File: src/rtl/axis_frame_stream_transmitter.sv
// rtl/axis_frame_stream_transmitter.sv - AXI4-Stream frame transmitter with input FIFO, SOF/EOF framing
// Pixel words are buffered in a FIFO ahead of a single output register; beat index drives tuser/tlast.
module axis_frame_stream_transmitter #(
   parameter int DATA_WIDTH         = 32,
   parameter int FIFO_DEPTH         = 16,
   parameter int ALMOST_FULL_MARGIN = 2
) (
   input  logic                          clk,
   input  logic                          rst,
   input  logic [31:0]                   pixels_per_frame,
   input  logic                          frame_start,
   input  logic [DATA_WIDTH-1:0]         in_data,
   input  logic                          in_valid,
   output logic                          in_ready,
   output logic [DATA_WIDTH-1:0]         m_axis_tdata,
   output logic                          m_axis_tvalid,
   input  logic                          m_axis_tready,
   output logic                          m_axis_tlast,
   output logic                          m_axis_tuser,
   output logic                          frame_done,
   output logic                          overflow,
   output logic                          excess_err,
   output logic [$clog2(FIFO_DEPTH):0]   fifo_level
);

   localparam int AW = $clog2(FIFO_DEPTH);
   localparam int LW = AW + 1;

   typedef enum logic {IDLE, STREAM} state_t;

   state_t                state, state_next;
   logic [31:0]           ppf_q;
   logic [31:0]           in_cnt;
   logic [31:0]           out_cnt;
   logic [DATA_WIDTH-1:0] mem [FIFO_DEPTH];
   logic [AW-1:0]         wr_ptr, rd_ptr;
   logic [LW-1:0]         level;
   logic                  out_valid, out_last, out_user;
   logic [DATA_WIDTH-1:0] out_data;
   logic                  done_q, overflow_q, excess_q;

   logic                  streaming, fifo_full, fifo_empty, cnt_ok;
   logic                  handshake, load, wr_en, excess_hit, ovf_hit;
   logic                  frame_end, start_ok, zero_start, done_next;
   logic [31:0]           ld_idx;

   always_comb begin
      streaming  = (state == STREAM);
      fifo_full  = (level == LW'(FIFO_DEPTH));
      fifo_empty = (level == '0);
      cnt_ok     = (in_cnt < ppf_q);
      handshake  = out_valid && m_axis_tready;
      load       = !fifo_empty && (!out_valid || m_axis_tready);
      wr_en      = streaming && in_valid && cnt_ok && !fifo_full;
      excess_hit = streaming && in_valid && !cnt_ok;
      ovf_hit    = streaming && in_valid && cnt_ok && fifo_full;
      // A load while the register is busy implies its beat is leaving now, so the new index is one past it.
      ld_idx     = out_cnt + {31'b0, out_valid};
      frame_end  = streaming && handshake && out_last;
      start_ok   = (state == IDLE) && frame_start && (pixels_per_frame != 32'd0);
      zero_start = (state == IDLE) && frame_start && (pixels_per_frame == 32'd0);
      done_next  = frame_end || zero_start;
   end

   always_comb begin
      state_next = state;
      case (state)
         IDLE:    if (start_ok)  state_next = STREAM;
         STREAM:  if (frame_end) state_next = IDLE;
         default: state_next = IDLE;
      endcase
   end

   always_ff @(posedge clk) begin
      if (rst) begin
         state   <= IDLE;
         ppf_q   <= '0;
         in_cnt  <= '0;
         out_cnt <= '0;
      end else begin
         state <= state_next;
         if (start_ok) begin
            ppf_q   <= pixels_per_frame;
            in_cnt  <= '0;
            out_cnt <= '0;
         end else begin
            if (wr_en)     in_cnt  <= in_cnt + 32'd1;
            if (handshake) out_cnt <= out_cnt + 32'd1;
         end
      end
   end

   always_ff @(posedge clk) begin
      if (wr_en) mem[wr_ptr] <= in_data;
   end

   always_ff @(posedge clk) begin
      if (rst) begin
         wr_ptr <= '0;
         rd_ptr <= '0;
         level  <= '0;
      end else begin
         if (wr_en) wr_ptr <= wr_ptr + AW'(1);
         if (load)  rd_ptr <= rd_ptr + AW'(1);
         case ({wr_en, load})
            2'b10:   level <= level + LW'(1);
            2'b01:   level <= level - LW'(1);
            default: level <= level;
         endcase
      end
   end

   always_ff @(posedge clk) begin
      if (rst) begin
         out_valid <= 1'b0;
         out_data  <= '0;
         out_last  <= 1'b0;
         out_user  <= 1'b0;
      end else if (load) begin
         out_valid <= 1'b1;
         out_data  <= mem[rd_ptr];
         out_user  <= (ld_idx == 32'd0);
         out_last  <= (ld_idx == ppf_q - 32'd1);
      end else if (handshake) begin
         out_valid <= 1'b0;
         out_last  <= 1'b0;
         out_user  <= 1'b0;
      end
   end

   always_ff @(posedge clk) begin
      if (rst) begin
         done_q     <= 1'b0;
         overflow_q <= 1'b0;
         excess_q   <= 1'b0;
      end else begin
         done_q <= done_next;
         if (ovf_hit)    overflow_q <= 1'b1;
         if (excess_hit) excess_q   <= 1'b1;
      end
   end

   assign in_ready      = streaming && cnt_ok && (level < LW'(FIFO_DEPTH - ALMOST_FULL_MARGIN));
   assign m_axis_tdata  = out_data;
   assign m_axis_tvalid = out_valid;
   assign m_axis_tlast  = out_last;
   assign m_axis_tuser  = out_user;
   assign frame_done    = done_q;
   assign overflow      = overflow_q;
   assign excess_err    = excess_q;
   assign fifo_level    = level;

endmodule

File: config.mk
export PLATFORM = sky130hd
export DESIGN_NAME = axis_frame_stream_transmitter
export DESIGN_NICKNAME = d
export VERILOG_FILES = /design/src/rtl/axis_frame_stream_transmitter.sv
export SDC_FILE = /design/constraint.sdc
export NUM_CORES = 1
export LEC_CHECK = 0
export CAP_MARGIN = 40
export CORE_UTILIZATION = 40
export CTS_CLUSTER_SIZE = 40
export DETAILED_ROUTE_END_ITERATION = 10
export GPL_TIMING_DRIVEN = 0
export PLACE_DENSITY_LB_ADDON = 0.3
export SETUP_SLACK_MARGIN = 0.2
export SLEW_MARGIN = 5
export SYNTH_ARGS = -nofsm -noshare
export SYNTH_HDL_FRONTEND = slang
export SYNTH_SLANG_ARGS = --single-unit
File: constraint.sdc
create_clock -name clk -period 9.7 [get_ports clk]
set_input_delay 1.94 -clock clk [delete_from_list [all_inputs] [get_ports clk]]
set_output_delay 1.94 -clock clk [all_outputs]
set_load 0.1 [all_outputs]
* Word level (Yosys, flattened, before mapping)
Memories as Yosys holds them, arrays and structs flattened. A register that Yosys moved wholly into a read port is not among the register bits.
Cells that the tools add are included.
** Operators by class
- Add/sub/neg operators :: 8
- $lt $le $gt $ge :: 2
- Equality and inequality tests :: 4
- Multiplexer cells :: 10
- Bitwise operators :: 1
- Reduce and logical (&&, ||, !) cells :: 27
** Operators with widths (number)
- 32-bit by 1-bit adder with 32-bit output, second input constant :: 2
- 32-bit logical NOT :: 2
- 32-bit by 1-bit adder with 32-bit output :: 1
- 32-bit equality test :: 1
- 32-bit < comparator :: 1
- 32-bit nonzero test :: 1
- 32-bit by 1-bit subtractor with 32-bit output, second input constant :: 1
- 1-bit logical AND :: 14
- 5-bit one-hot mux with 2 select lines :: 1
- 4-bit by 1-bit adder with 4-bit output, second input constant :: 2
- 1-bit 2-to-1 mux :: 8
- 5-bit by 1-bit adder with 5-bit output, second input constant :: 1
- 5-bit equality test, second input constant :: 1
- 5-bit logical NOT :: 1
- 5-bit by 4-bit < comparator with 1-bit output, second input constant :: 1
- 5-bit by 1-bit subtractor with 5-bit output, second input constant :: 1
- 1-bit logical NOT :: 4
- 2-bit nonzero test :: 2
- 2-bit by 1-bit equality test with 1-bit output, second input constant :: 1
- 2-bit equality test, second input constant :: 1
- 1-bit logical OR :: 2
- 1-bit one-hot mux with 2 select lines :: 1
- 2-bit OR reduction :: 1
- 1-bit inverter :: 1
** Word-level totals
- Flip-flop bits (word level) :: 116
- Bits in writable memories :: 512
- Input bits :: 69
- Output and inout port bits :: 44
- Memories kept :: 1
** Memory list
- mem :: words 16, width 32, read ports 1, clocked after Yosys merged registers in 1, wr ports 1, line 35 : logic [DATA_WIDTH-1:0] mem [FIFO_DEPTH];

* Logic depth before layout (Yosys ltp)
Gate-level depths: netlist (run 1).
- Depth after elaboration :: 5
- Mapped depth :: 22
- Mapped depth without buffers :: 20

* Least setup slack after synthesis (run 1)
No wires, ideal clock.
- Path type :: register -> output
- Start point :: reg ppf_q[29]
- End point :: out in_ready
- Arrival :: 2.833 ns
- Required time :: 7.760 ns
- Slack :: 4.927 ns
- Stages on the path, launching flop included :: 10
- Buffers on the path :: 0
- Cell sequence :: dfxtp_1 -> inv_1 -> ha_1 -> a21o_1 -> a21o_1 -> a21oi_1 -> o21ai_0 -> a2111oi_0 -> a21o_1 -> and4_1
** Between the ends
- Cells in the longest elaborated chain, start to end :: 3
** Ends and longest elaborated chain
- from (decl) :: line 32 : logic [31:0] ppf_q;
- from (signal assigned) :: line 83 : ppf_q <= pixels_per_frame;
- 32-bit < comparator :: line 51 : cnt_ok = (in_cnt < ppf_q);
- 1-bit logical AND (2 in series) :: line 143 : assign in_ready = streaming && cnt_ok && (level < LW'(FIFO_DEPTH - ALMOST_FULL_MARGIN));
- to (decl) :: line 14 : output logic in_ready,
Every way passes these cells.

* Final worst setup path (run 1)
Same ends and word-level chain as after synthesis.

==> summary.txt, run 1 <==
Peak VDD IR = 0.273 mV
Hold path startpoint = m_axis_tdata[26]$_SDFFE_PP0P_
CTS tree = built
FF-to-FF setup slack = 4.43 ns
Clock-pin slew on the worst setup and hold paths = 0.06 ns
Post-synth cell types = 65
# DRC = 0
Syn_nets = 2020
Die height = 268 um
Max Cap Violations = 0
H-tree Lvls = 3
Vias in the first global route = 17834
Clock Skews = 0.0459 ns
Pwr per Cell Area = 246 mW/mm^2
Max clock buf depth = 3
CTS Root Cell = clkbuf_16
Cts bufs inserted = 72
Largest fanout on the critical path = 7
Fraction of registers with async set/reset = 0%
Final Hold Fails = 0
Place WS = 3.17 ns
Yosys top cell by area = edfxtp_1
Tmin final = 6.03 ns
Core area = 0.0700 sq mm
Hold Slack = 0.451 ns
CP required = 7.76 ns
Relative slew margins = 39.2%
CP Class = reg2out
Total Routing Usage GR = 20.7%
Initial Utilization = 40.5%
Post-synthesis sequential area ratio = 64.7%
I/O pin count = 113
Global-route wire length before repair = 110000 um
Int Pwr = 5.81 mW
Post-synth EDFFs = 512
Most common library cells after synthesis = 512 x edfxtp_1, 201 x nand2_1, 160 x mux4_2
Filler instances = 5939
Flops & latches, synth = 660
Initial DRT Pass Iterations = 6
Power Total = 8.47 mW
DR vias = 17773
Synthesis Warnings = 0
Clock Latency Late Sink = 0.63 ns
Leakage = 11.2 nW
Reg2reg start = ppf_q[29]$_SDFFE_PP0P_
DP Cell Count = 3040
Die ar. = 0.0719 sq mm
Setup Buffers After CTS = 0
Area share of the largest cell type after synthesis = 54.3%
Worst hold path stage count = 2
Mean Syn Cell Area = 14.9 sq um
Psw = 2.66 mW
DP HPWL = 49500 um
Final period util = 62.2%
Antenna violations before repair = 4
Most numerous cell in the Yosys netlist = edfxtp_1
Syn Inst Count = 1906
Startpoint types = register
Setup ws final = 3.67 ns
Critical Path AT = 4.09 ns
Synth top area cells = edfxtp_1 54%, mux4_2 13%, dfxtp_1 10%
GPL Wtd Cong = 0.933
Critical Path Sink Type = primary output
Clock share of power = 32.6%
Drt wl/cell = 23.2 um
Register area = 0.0183 sq mm
Cts hold-fix bufs = 0
Max Transition Viols Final = 0
Layout cells sized above 1 = 17.5%
Hold EP = m_axis_tdata[26]$_SDFFE_PP0P_
Gate power share = 29.4%
Critical R2R Capture = fifo_level[4]$_SDFFE_PP0P_
Setup violations, final = 0
R2R depth = 21
Core Rows = 97
Layout area overhead = 21.8%
Starting DRC count in detailed routing = 1599
Final net count = 2288
Final non-filler cell total = 3171
Sw Ratio = 31.4%
Mapped Area = 0.0283 sq mm
Num Clock Sinks = 660
Synth Flop Type = edfxtp_1
Setup TNS = 0 ns
Run status = finished clean
HP Class = reg2reg
Post-route ant nets = 0
Actual slew at the worst max-slew pin = 0.912 ns
Flop pwr share = 38.0%
Peak Freq = 166 MHz
Largest net degree at the start of global routing = 23
Final wirelength = 73600 um
Multi-input logic area = 0.00936 sq mm
Resize count post-CTS = 0
IO buf count = 112
RSZ-0062 raised after global routing = false
Vias per inst = 5.60
Total grt overflow = 0
Width of the die = 268 um
[power by group through the flow]
stage	clock (mW)	sequential [mW]	combinational, mW
after global placement	0	3.27	2.11
final	2.77	3.22	2.49
after global routing	2.91	3.23	2.62
after CTS	2.82	3.22	2.52
after detailed placement	0	3.28	2.51
after floorplan	0	3.76	1.01
[cell usage in the layout (no fill, tap or decap), drive strengths merged, types with 37 or more instances in the layout]
master,netlist,final
clkdlybuf4s50,0,112
inv,46,51
nor2,81,81
nand4,37,37
a21oi,125,125
clkbuf,82,178
nand2,201,201
ha,45,45
xor2,46,46
xnor2,53,53
edfxtp,512,512
dfxtp,148,148
buf,38,118
mux4,160,160
[final cells by class]
| type | count | share of cell area [%] |
|---|---|---|
| sequential | 660 | 53.2 |
| multi-input combinational | 1080 | 27.1 |
| timing repair buffer | 194 | 7.48 |
| clock buffer | 96 | 5.63 |
| tap | 940 | 3.41 |
| buffer | 120 | 1.41 |
| clock inverter | 34 | 1.29 |
| inverter | 46 | 0.500 |
| antenna | 1 | 0.00725 |
[routing by layer]
metal | wire (um) | track usage [%] | part of all wire, % | vias up
li1 | - | - | - | 7940
met4 | 1790 | 6.27 | 2.4 | 8
met2 | 36200 | 34.9 | 49 | 600
met1 | 31100 | 27.5 | 42 | 9098
met5 | 57 | 0 | 0.077 | -
met3 | 4500 | 3.54 | 6.1 | 127
[registers in the layout, summed over array words and instances (netlist names)]
name           count
mem              512
in_cnt            32
m_axis_tdata      32
out_cnt           32
ppf_q             32
fifo_level         5
rd_ptr             4
wr_ptr             4
excess_err         1
frame_done         1
m_axis_tlast       1
m_axis_tuser       1
m_axis_tvalid      1
overflow           1
state              1
[metrics by stage]
step | util, % | cell area [sq um]
after global routing | 49.3 | 34500
after CTS | 49.3 | 34500
after floorplan | - | 28300
after detailed placement | 45.9 | 32100
after global placement | 43.7 | 30600
final | 49.3 | 34500
[worst max path at each step]
| stage | startpoint | endpoint | depth (start not counted) |
|---|---|---|---|
| floorplan | ppf_q[29]$_SDFFE_PP0P_ | in_ready | 9 |
| global placement | m_axis_tready | fifo_level[4]$_SDFFE_PP0P_ | 16 |
| detailed placement | m_axis_tready | fifo_level[4]$_SDFFE_PP0P_ | 16 |
| CTS | ppf_q[29]$_SDFFE_PP0P_ | in_ready | 11 |
| global route | ppf_q[29]$_SDFFE_PP0P_ | in_ready | 11 |
| finish | ppf_q[29]$_SDFFE_PP0P_ | in_ready | 11 |
[worst max-delay path, stage by stage, from the launching register on]
cell and delay, ns:
dfxtp_1 0.49, inv_1 0.08, ha_1 0.31, a21o_1 0.16, a21o_1 0.16, a21oi_1 0.12
o21ai_0 0.14, a2111oi_0 0.59, a21o_1 0.41, and4_1 0.26, clkdlybuf4s50_1 0.53, buf_8 0.21
[cells by family after synthesis]
| kind of cell | count (synthesis) | synth area share, % |
|---|---|---|
| xor+xnor | 107 | 3.70 |
| flops | 660 | 64.7 |
| mux | 167 | 13.0 |
| simple gates | 527 | 9.34 |
| fa+ha+maj | 45 | 1.99 |
| compound gates | 234 | 4.96 |
| buf+inv | 166 | 2.32 |
No activity file was read; power rests on OpenSTA's default activity.
==> inputs of run 2 (changes only) <==
clock period = 6.09 ns   (was 9.7 ns; I/O delays follow)
==> results of run 2 <==
Same layout as run 1 (identical final DEF). Status: finished clean.
Main changes from that run: setup slack after placement 3.17 ns -> 0.286 ns; setup slack after layout 3.67 ns -> 0.782 ns; register-to-register setup slack 4.43 ns -> 0.82 ns; total power 8.47 mW -> 13.5 mW; worst IR drop on VDD 0.273 mV -> 0.435 mV
